[src/rtl/pipe_pkg.sv]
// Shared definitions for the IF/ID skid stage: the NOP instruction, the
// skid state encoding and the rs1/rs2 field positions in an instruction.
package pipe_pkg;

  // addi x0, x0, 0 : what decode sees whenever the stage holds nothing
  localparam logic [31:0] PIPE_NOP_INSN = 32'h0000_0013;

  // Occupancy of the stage: nothing, main entry only, main plus skid entry
  typedef enum logic [1:0] {
    EMPTY = 2'd0,
    ONE   = 2'd1,
    FULL  = 2'd2
  } skid_state_e;

  // Register-index field positions inside an instruction word
  localparam int REG_IDX_W = 5;
  localparam int RS1_LSB   = 15;
  localparam int RS1_MSB   = 19;
  localparam int RS2_LSB   = 20;
  localparam int RS2_MSB   = 24;

endpackage

[src/rtl/if_id_skid_if.sv]
// Fetch-to-decode handshake bundle for the IF/ID skid stage.
// The stage itself connects through the master modport; the fetch/decode
// environment connects through the slave modport.
interface if_id_skid_if #(
  parameter int XLEN = 32,
  parameter int ILEN = 32,
  parameter int SB_W = 2
);

  // Fetch side
  logic            in_valid;
  logic            in_ready;
  logic [XLEN-1:0] in_pc;
  logic [ILEN-1:0] in_insn;
  logic [SB_W-1:0] in_sb;

  // Decode side
  logic            out_valid;
  logic            out_ready;
  logic [XLEN-1:0] out_pc;
  logic [ILEN-1:0] out_insn;
  logic [SB_W-1:0] out_sb;
  logic [4:0]      out_rs1;
  logic [4:0]      out_rs2;

  modport master (
    input  in_valid, in_pc, in_insn, in_sb, out_ready,
    output in_ready, out_valid, out_pc, out_insn, out_sb, out_rs1, out_rs2
  );

  modport slave (
    output in_valid, in_pc, in_insn, in_sb, out_ready,
    input  in_ready, out_valid, out_pc, out_insn, out_sb, out_rs1, out_rs2
  );

endinterface

[src/rtl/skid_entry.sv]
// One valid+payload holding register of the IF/ID skid stage.
// clear wins over load; a cleared entry holds pc=0, insn=NOP, sb=0 so that
// nothing stale can ever leak towards decode.
module skid_entry #(
  parameter int              XLEN     = 32,
  parameter int              ILEN     = 32,
  parameter int              SB_W     = 2,
  parameter logic [ILEN-1:0] NOP_INSN = 32'h0000_0013
) (
  input  logic            clk,
  input  logic            reset_n,
  input  logic            clear,
  input  logic            load,
  input  logic            d_valid,
  input  logic [XLEN-1:0] d_pc,
  input  logic [ILEN-1:0] d_insn,
  input  logic [SB_W-1:0] d_sb,
  output logic            q_valid,
  output logic [XLEN-1:0] q_pc,
  output logic [ILEN-1:0] q_insn,
  output logic [SB_W-1:0] q_sb
);

  // Entry register: async reset and synchronous clear both return it to the bubble value
  always_ff @(posedge clk or negedge reset_n) begin
    if (!reset_n) begin
      q_valid <= 1'b0;
      q_pc    <= '0;
      q_insn  <= NOP_INSN;
      q_sb    <= '0;
    end else if (clear) begin
      q_valid <= 1'b0;
      q_pc    <= '0;
      q_insn  <= NOP_INSN;
      q_sb    <= '0;
    end else if (load) begin
      q_valid <= d_valid;
      q_pc    <= d_pc;
      q_insn  <= d_insn;
      q_sb    <= d_sb;
    end
  end

endmodule

[src/rtl/if_id_skid.sv]
// IF/ID pipeline stage with valid/ready handshake and a 2-entry skid buffer.
// Fetch may push one entry ahead of a stalled decode; in_ready is a pure
// decode of the registered occupancy and never looks at out_ready.
// Flush empties the stage; a same-cycle fetch entry is dropped.
// Optional build macro IF_ID_SKID_PERF_EN adds saturating stall/flush counters.
module if_id_skid
  import pipe_pkg::*;
#(
  parameter int              XLEN     = 32,
  parameter int              ILEN     = 32,
  parameter int              SB_W     = 2,
  parameter logic [ILEN-1:0] NOP_INSN = ILEN'(PIPE_NOP_INSN),
  parameter int              CNT_W    = 32
) (
  input  logic             clk,
  input  logic             reset_n,
  input  logic             flush,
  if_id_skid_if.master     bus
`ifdef IF_ID_SKID_PERF_EN
  ,
  output logic [CNT_W-1:0] perf_stall_cnt,
  output logic [CNT_W-1:0] perf_flush_cnt
`endif
);

  if (ILEN < 25 || SB_W < 1 || XLEN < 1 || CNT_W < 1) begin : g_param_check
    $error("if_id_skid: ILEN must be >= 25, SB_W/XLEN/CNT_W must be >= 1");
  end

  skid_state_e     state_q;
  skid_state_e     state_d;

  logic            in_ready;
  logic            accept;
  logic            pop;

  logic            main_load;
  logic            main_clear;
  logic            main_from_skid;
  logic            skid_load;
  logic            skid_clear;

  logic            main_valid;
  logic [XLEN-1:0] main_pc;
  logic [ILEN-1:0] main_insn;
  logic [SB_W-1:0] main_sb;

  logic            skid_valid;
  logic [XLEN-1:0] skid_pc;
  logic [ILEN-1:0] skid_insn;
  logic [SB_W-1:0] skid_sb;

  logic            main_d_valid;
  logic [XLEN-1:0] main_d_pc;
  logic [ILEN-1:0] main_d_insn;
  logic [SB_W-1:0] main_d_sb;

  logic [ILEN-1:0] out_insn;

  assign in_ready = (state_q != FULL);
  assign accept   = bus.in_valid & in_ready;
  assign pop      = main_valid & bus.out_ready;

  // Occupancy register
  always_ff @(posedge clk or negedge reset_n) begin
    if (!reset_n) begin
      state_q <= EMPTY;
    end else begin
      state_q <= state_d;
    end
  end

  // Next occupancy and entry load/clear strobes; flush overrides everything
  always_comb begin
    state_d        = state_q;
    main_load      = 1'b0;
    main_clear     = 1'b0;
    main_from_skid = 1'b0;
    skid_load      = 1'b0;
    skid_clear     = 1'b0;

    if (flush) begin
      state_d    = EMPTY;
      main_clear = 1'b1;
      skid_clear = 1'b1;
    end else begin
      unique case (state_q)
        EMPTY: begin
          if (accept) begin
            state_d   = ONE;
            main_load = 1'b1;
          end
        end
        ONE: begin
          if (accept && pop) begin
            main_load = 1'b1;
          end else if (pop) begin
            state_d    = EMPTY;
            main_clear = 1'b1;
          end else if (accept) begin
            state_d   = FULL;
            skid_load = 1'b1;
          end
        end
        FULL: begin
          if (pop) begin
            state_d        = ONE;
            main_load      = 1'b1;
            main_from_skid = 1'b1;
            skid_clear     = 1'b1;
          end
        end
        default: begin
          state_d    = EMPTY;
          main_clear = 1'b1;
          skid_clear = 1'b1;
        end
      endcase
    end
  end

  // Main entry refills either from fetch or from the skid entry when draining FULL
  always_comb begin
    main_d_valid = 1'b1;
    main_d_pc    = bus.in_pc;
    main_d_insn  = bus.in_insn;
    main_d_sb    = bus.in_sb;
    if (main_from_skid) begin
      main_d_valid = skid_valid;
      main_d_pc    = skid_pc;
      main_d_insn  = skid_insn;
      main_d_sb    = skid_sb;
    end
  end

  skid_entry #(
    .XLEN     (XLEN),
    .ILEN     (ILEN),
    .SB_W     (SB_W),
    .NOP_INSN (NOP_INSN)
  ) u_main (
    .clk     (clk),
    .reset_n (reset_n),
    .clear   (main_clear),
    .load    (main_load),
    .d_valid (main_d_valid),
    .d_pc    (main_d_pc),
    .d_insn  (main_d_insn),
    .d_sb    (main_d_sb),
    .q_valid (main_valid),
    .q_pc    (main_pc),
    .q_insn  (main_insn),
    .q_sb    (main_sb)
  );

  skid_entry #(
    .XLEN     (XLEN),
    .ILEN     (ILEN),
    .SB_W     (SB_W),
    .NOP_INSN (NOP_INSN)
  ) u_skid (
    .clk     (clk),
    .reset_n (reset_n),
    .clear   (skid_clear),
    .load    (skid_load),
    .d_valid (1'b1),
    .d_pc    (bus.in_pc),
    .d_insn  (bus.in_insn),
    .d_sb    (bus.in_sb),
    .q_valid (skid_valid),
    .q_pc    (skid_pc),
    .q_insn  (skid_insn),
    .q_sb    (skid_sb)
  );

  // Decode-side view: an empty stage always shows a clean NOP bubble
  always_comb begin
    bus.out_pc = '0;
    out_insn   = NOP_INSN;
    bus.out_sb = '0;
    if (main_valid) begin
      bus.out_pc = main_pc;
      out_insn   = main_insn;
      bus.out_sb = main_sb;
    end
  end

  assign bus.in_ready  = in_ready;
  assign bus.out_valid = main_valid;
  assign bus.out_insn  = out_insn;
  assign bus.out_rs1   = out_insn[RS1_MSB:RS1_LSB];
  assign bus.out_rs2   = out_insn[RS2_MSB:RS2_LSB];

`ifdef IF_ID_SKID_PERF_EN
  // Saturating counters: decode back-pressure cycles and flushes that kill a live entry
  always_ff @(posedge clk or negedge reset_n) begin
    if (!reset_n) begin
      perf_stall_cnt <= '0;
      perf_flush_cnt <= '0;
    end else begin
      if (main_valid && !bus.out_ready && (perf_stall_cnt != '1)) begin
        perf_stall_cnt <= perf_stall_cnt + CNT_W'(1);
      end
      if (flush && (state_q != EMPTY) && (perf_flush_cnt != '1)) begin
        perf_flush_cnt <= perf_flush_cnt + CNT_W'(1);
      end
    end
  end
`endif

endmodule

[src/flat_wrapper.sv]
// flat-port wrapper written by rule: the top's interface ports become plain ports
module if_id_skid_flat import pipe_pkg::*;
#(
  parameter int              XLEN     = 32,
  parameter int              ILEN     = 32,
  parameter int              SB_W     = 2,
  parameter logic [ILEN-1:0] NOP_INSN = ILEN'(PIPE_NOP_INSN),
  parameter int              CNT_W    = 32
)
  (clk, reset_n, flush, bus_in_valid, bus_in_pc, bus_in_insn, bus_in_sb, bus_out_ready, bus_in_ready, bus_out_valid, bus_out_pc, bus_out_insn, bus_out_sb, bus_out_rs1, bus_out_rs2);
  if_id_skid_if #(.XLEN(XLEN), .ILEN(ILEN), .SB_W(SB_W)) bus_i ();
  input  logic clk;
  input  logic reset_n;
  input  logic flush;
  input wire logic [$bits(bus_i.in_valid)-1:0] bus_in_valid;
  input wire logic [$bits(bus_i.in_pc)-1:0] bus_in_pc;
  input wire logic [$bits(bus_i.in_insn)-1:0] bus_in_insn;
  input wire logic [$bits(bus_i.in_sb)-1:0] bus_in_sb;
  input wire logic [$bits(bus_i.out_ready)-1:0] bus_out_ready;
  output wire logic [$bits(bus_i.in_ready)-1:0] bus_in_ready;
  output wire logic [$bits(bus_i.out_valid)-1:0] bus_out_valid;
  output wire logic [$bits(bus_i.out_pc)-1:0] bus_out_pc;
  output wire logic [$bits(bus_i.out_insn)-1:0] bus_out_insn;
  output wire logic [$bits(bus_i.out_sb)-1:0] bus_out_sb;
  output wire logic [$bits(bus_i.out_rs1)-1:0] bus_out_rs1;
  output wire logic [$bits(bus_i.out_rs2)-1:0] bus_out_rs2;
  assign bus_i.in_valid = bus_in_valid;
  assign bus_i.in_pc = bus_in_pc;
  assign bus_i.in_insn = bus_in_insn;
  assign bus_i.in_sb = bus_in_sb;
  assign bus_i.out_ready = bus_out_ready;
  assign bus_in_ready = bus_i.in_ready;
  assign bus_out_valid = bus_i.out_valid;
  assign bus_out_pc = bus_i.out_pc;
  assign bus_out_insn = bus_i.out_insn;
  assign bus_out_sb = bus_i.out_sb;
  assign bus_out_rs1 = bus_i.out_rs1;
  assign bus_out_rs2 = bus_i.out_rs2;
  if_id_skid #(.XLEN(XLEN), .ILEN(ILEN), .SB_W(SB_W), .NOP_INSN(NOP_INSN), .CNT_W(CNT_W)) u_core (.clk(clk), .reset_n(reset_n), .flush(flush), .bus(bus_i));
endmodule
[config.mk]
export PLATFORM = sky130hd
export DESIGN_NAME = if_id_skid_flat
export DESIGN_NICKNAME = d
export VERILOG_FILES = /design/src/rtl/pipe_pkg.sv /design/src/rtl/if_id_skid_if.sv /design/src/rtl/skid_entry.sv /design/src/rtl/if_id_skid.sv /design/src/flat_wrapper.sv
export SDC_FILE = /design/constraint.sdc
export NUM_CORES = 1
export LEC_CHECK = 0
export ABC_AREA = 1
export CAP_MARGIN = 20
export CELL_PAD_IN_SITES_DETAIL_PLACEMENT = 1
export CELL_PAD_IN_SITES_GLOBAL_PLACEMENT = 1
export CORE_MARGIN = 2
export CORE_UTILIZATION = 36
export DETAILED_ROUTE_END_ITERATION = 10
export PLACE_DENSITY_LB_ADDON = 0.1
export SKIP_CTS_REPAIR_TIMING = 1
export SLEW_MARGIN = 20
export SYNTH_ARGS = -nofsm -noshare
export SYNTH_HDL_FRONTEND = slang
export SYNTH_HIERARCHICAL = 1
export SYNTH_SLANG_ARGS = --single-unit
[constraint.sdc]
create_clock -name clk -period 2.44 [get_ports clk]
set_clock_uncertainty 0.2 [all_clocks]
set_input_delay 0.244 -clock clk [delete_from_list [all_inputs] [get_ports clk]]
set_output_delay 0.244 -clock clk [all_outputs]
set_load 0.02 [all_outputs]
==> reports/results.ini <==
[die]
fp.dieH_um=143
io_pins=149
rows=50
initial_core_util=0.369
dieArea_um2=20400
core_area_um2=18800
die_w_um=143

[synthesis]
yosys.area.top_type=dfrtp_1
yosysWarningCount=6
yosysSeqAreaShare=0.490
syn_area_um2=6960
ys_seq_elements=136
synth_top_area_share=0.468
postSynthAreaPerCell_um2=7.12
synth_fp_nets=1048
synth_cells=977
yosys-top-cells-area=dfrtp_1 47%, nand2_1 29%, nand3_1 9.4%
synth_cell_type_count=22

[clock_network]
insertion_delay_ns=0.42
cts.path.max_buffers=2
path_clk_slew_ns=0.06
cts_htree_levels=4
numCtsBuffers=17
clock-sinks=136
cts_tree=yes
root_buffer=clkbuf_16

[detailed_routing]
drt_first_pass_iters=6
route.detailed.drc=0
wl_per_cell_um=15.1
ant_nets=0
viasPerCell=4.67
vias=6408
dr.max_layer_used=met4
wl_mm=20.8
met2_length_mm=10.1
routed-wl-met3_um=723
drtIter0Drc=253
wl_met1_mm=9.66

[setup_path]
end_kind=primary output
critical_path_class=reg -> out
critPathLaunchType=flip-flop
crit_fanout=28
crit_arrival_ns=1.90
cp_top_family=buffers and inverters
required_ns=2.00
crit_path_max_incr_delay_ns=0.61
r2r_setup_slack_ns=0.29
cp_cell_sequence=buf_12 -> nand2_1 -> inv_1 -> clkdlybuf4s50_1
slowest_stage=clkdlybuf4s50_1
cp.buffers_inverters=3

[finish]
utilization=0.495
n_antenna_cell=0
drive_gt1_frac=0.0693
fin_nets=1169
layout_commonest_cell=nand2_1
area_delta_synth_final_pct=33.9
final_cell_mix=541 x nand2_1, 144 x clkdlybuf4s50_1, 130 x nand3_1

[global_route]
grt-ovfl-total=0
antenna_found_initial=0
grt_pass1_vias=6568
grt_usage=0.210
grt_max_degree=58
grt_pass1_wl_mm=33.8

[status]
outcome=completed

[pwr]
finalPower_mw=6.01
powerDensity_nw_per_um2=645
irDropWorstVdd_mv=0.487
p_leak_nw=5.35

[timing]
rsz0062_at_grt=false
worstMarginPinSlew_ns=0.608
hold_violations=0
fin_ws_ns=0.0968
tns_ns=0
period_share=0.960
setup_viol=0
period_minus_slack_ns=2.34
fmax_ghz=0.427
slew_viol_final=0
max_slew_margin=0.591

[placement]
dp_slack_ns=0.0779
port_buffers=148
post-dp-hpwl_mm=13.1
gp_congestion=0.762

[worst_hold_path]
hold_class=in -> async

[job]
drv_cap=0

worst paths after layout:
| kind | from | endpoint | cells after the start |
|---|---|---|---|
| setup / recovery | u_core/u_main/q_valid$_DFFE_PN0P_ | bus_out_pc[27] | 4 |
| hold / removal | reset_n | u_core/u_main/q_pc[23]$_DFFE_PN0P_ | 2 |
| setup reg to reg | u_core/state_q[0]$_DFFE_PN0P_ | u_core/u_skid/q_pc[26]$_DFFE_PN0P_ | 6 |
| hold reg to reg | u_core/u_skid/q_insn[4]$_DFFE_PN1P_ | u_core/u_skid/q_insn[4]$_DFFE_PN1P_ | 2 |
| max in group asynchronous | reset_n | u_core/u_main/q_insn[0]$_DFFE_PN1P_ | 3 |
| min in group clk | bus_in_insn[12] | u_core/u_skid/q_insn[12]$_DFFE_PN0P_ | 3 |
report_power, final:
group          internal, mW  switching, mW
Clock                  1.71          0.990
Sequential             2.39         0.0742
Combinational         0.327          0.513
cell usage after synthesis (all sizes together):
cell,number
buf,62
nand4,2
inv,74
o31ai,1
o21ai,1
o22ai,1
clkbuf,11
o211ai,1
dfstp,6
nand2,544
nor2,5
nand3,130
dfrtp,130
conb,1
a21oi,7
or2,1
logic make-up (layout without fill, tap and decap cells):
kind of cell | Yosys count | count (layout) | synth area share
other | 1 | 1 | 0.000539
DFF | 136 | 136 | 0.490
buffers and inverters | 147 | 281 | 0.105
AOI/OAI and AO/OA | 11 | 11 | 0.00881
and+or+nand+nor | 682 | 682 | 0.395
flip-flops by register name, indices dropped and copies added (netlist names):
register	count
u_core/u_skid/q_pc	32
u_core/u_main/q_insn	32
u_core/u_skid/q_sb	2
u_core/state_q	2
u_core/u_skid/q_insn	32
u_core/u_main/q_pc	32
u_core/u_main/q_valid	1
u_core/u_skid/q_valid	1
u_core/u_main/q_sb	2
per-layer routing:
layer | global-route usage | vias to the layer above
met5 | 0 | -
li1 | - | 3202
met1 | 0.273 | 3078
met2 | 0.364 | 110
met4 | 0.0578 | 0
met3 | 0.0332 | 18
layout make-up:
cell class / count / area, µm²
repair buffers: 175 / 1850
clock inverters: 11 / 144
multi-input cells: 694 / 2830
clock buffers: 21 / 480
inverters: 74 / 278
fillers: 2372 / 9520
well taps: 260 / 325
flip-flops and latches: 136 / 3410
stage by stage:
step | hold WS (ns) | cells | cell area, µm²
6_report | 0.167 | 1371 | 9320
5_1_grt | 0.229 | 1371 | 9320
4_1_cts | -0.383 | 1369 | 9270
3_5_place_dp | 0.0696 | 1337 | 8650
3_3_place_gp | 0.0680 | 1337 | 8650
2_1_floorplan | -0.252 | 977 | 6960
worst register-to-register path: stages (launching register included):
cell and delay (ns):
dfrtp_1 0.44, a21oi_1 0.32, o21ai_0 0.32, inv_2 0.12
buf_4 0.41, nand3_1 0.17, nand2_1 0.10
Power figures use the tool's default switching activity.
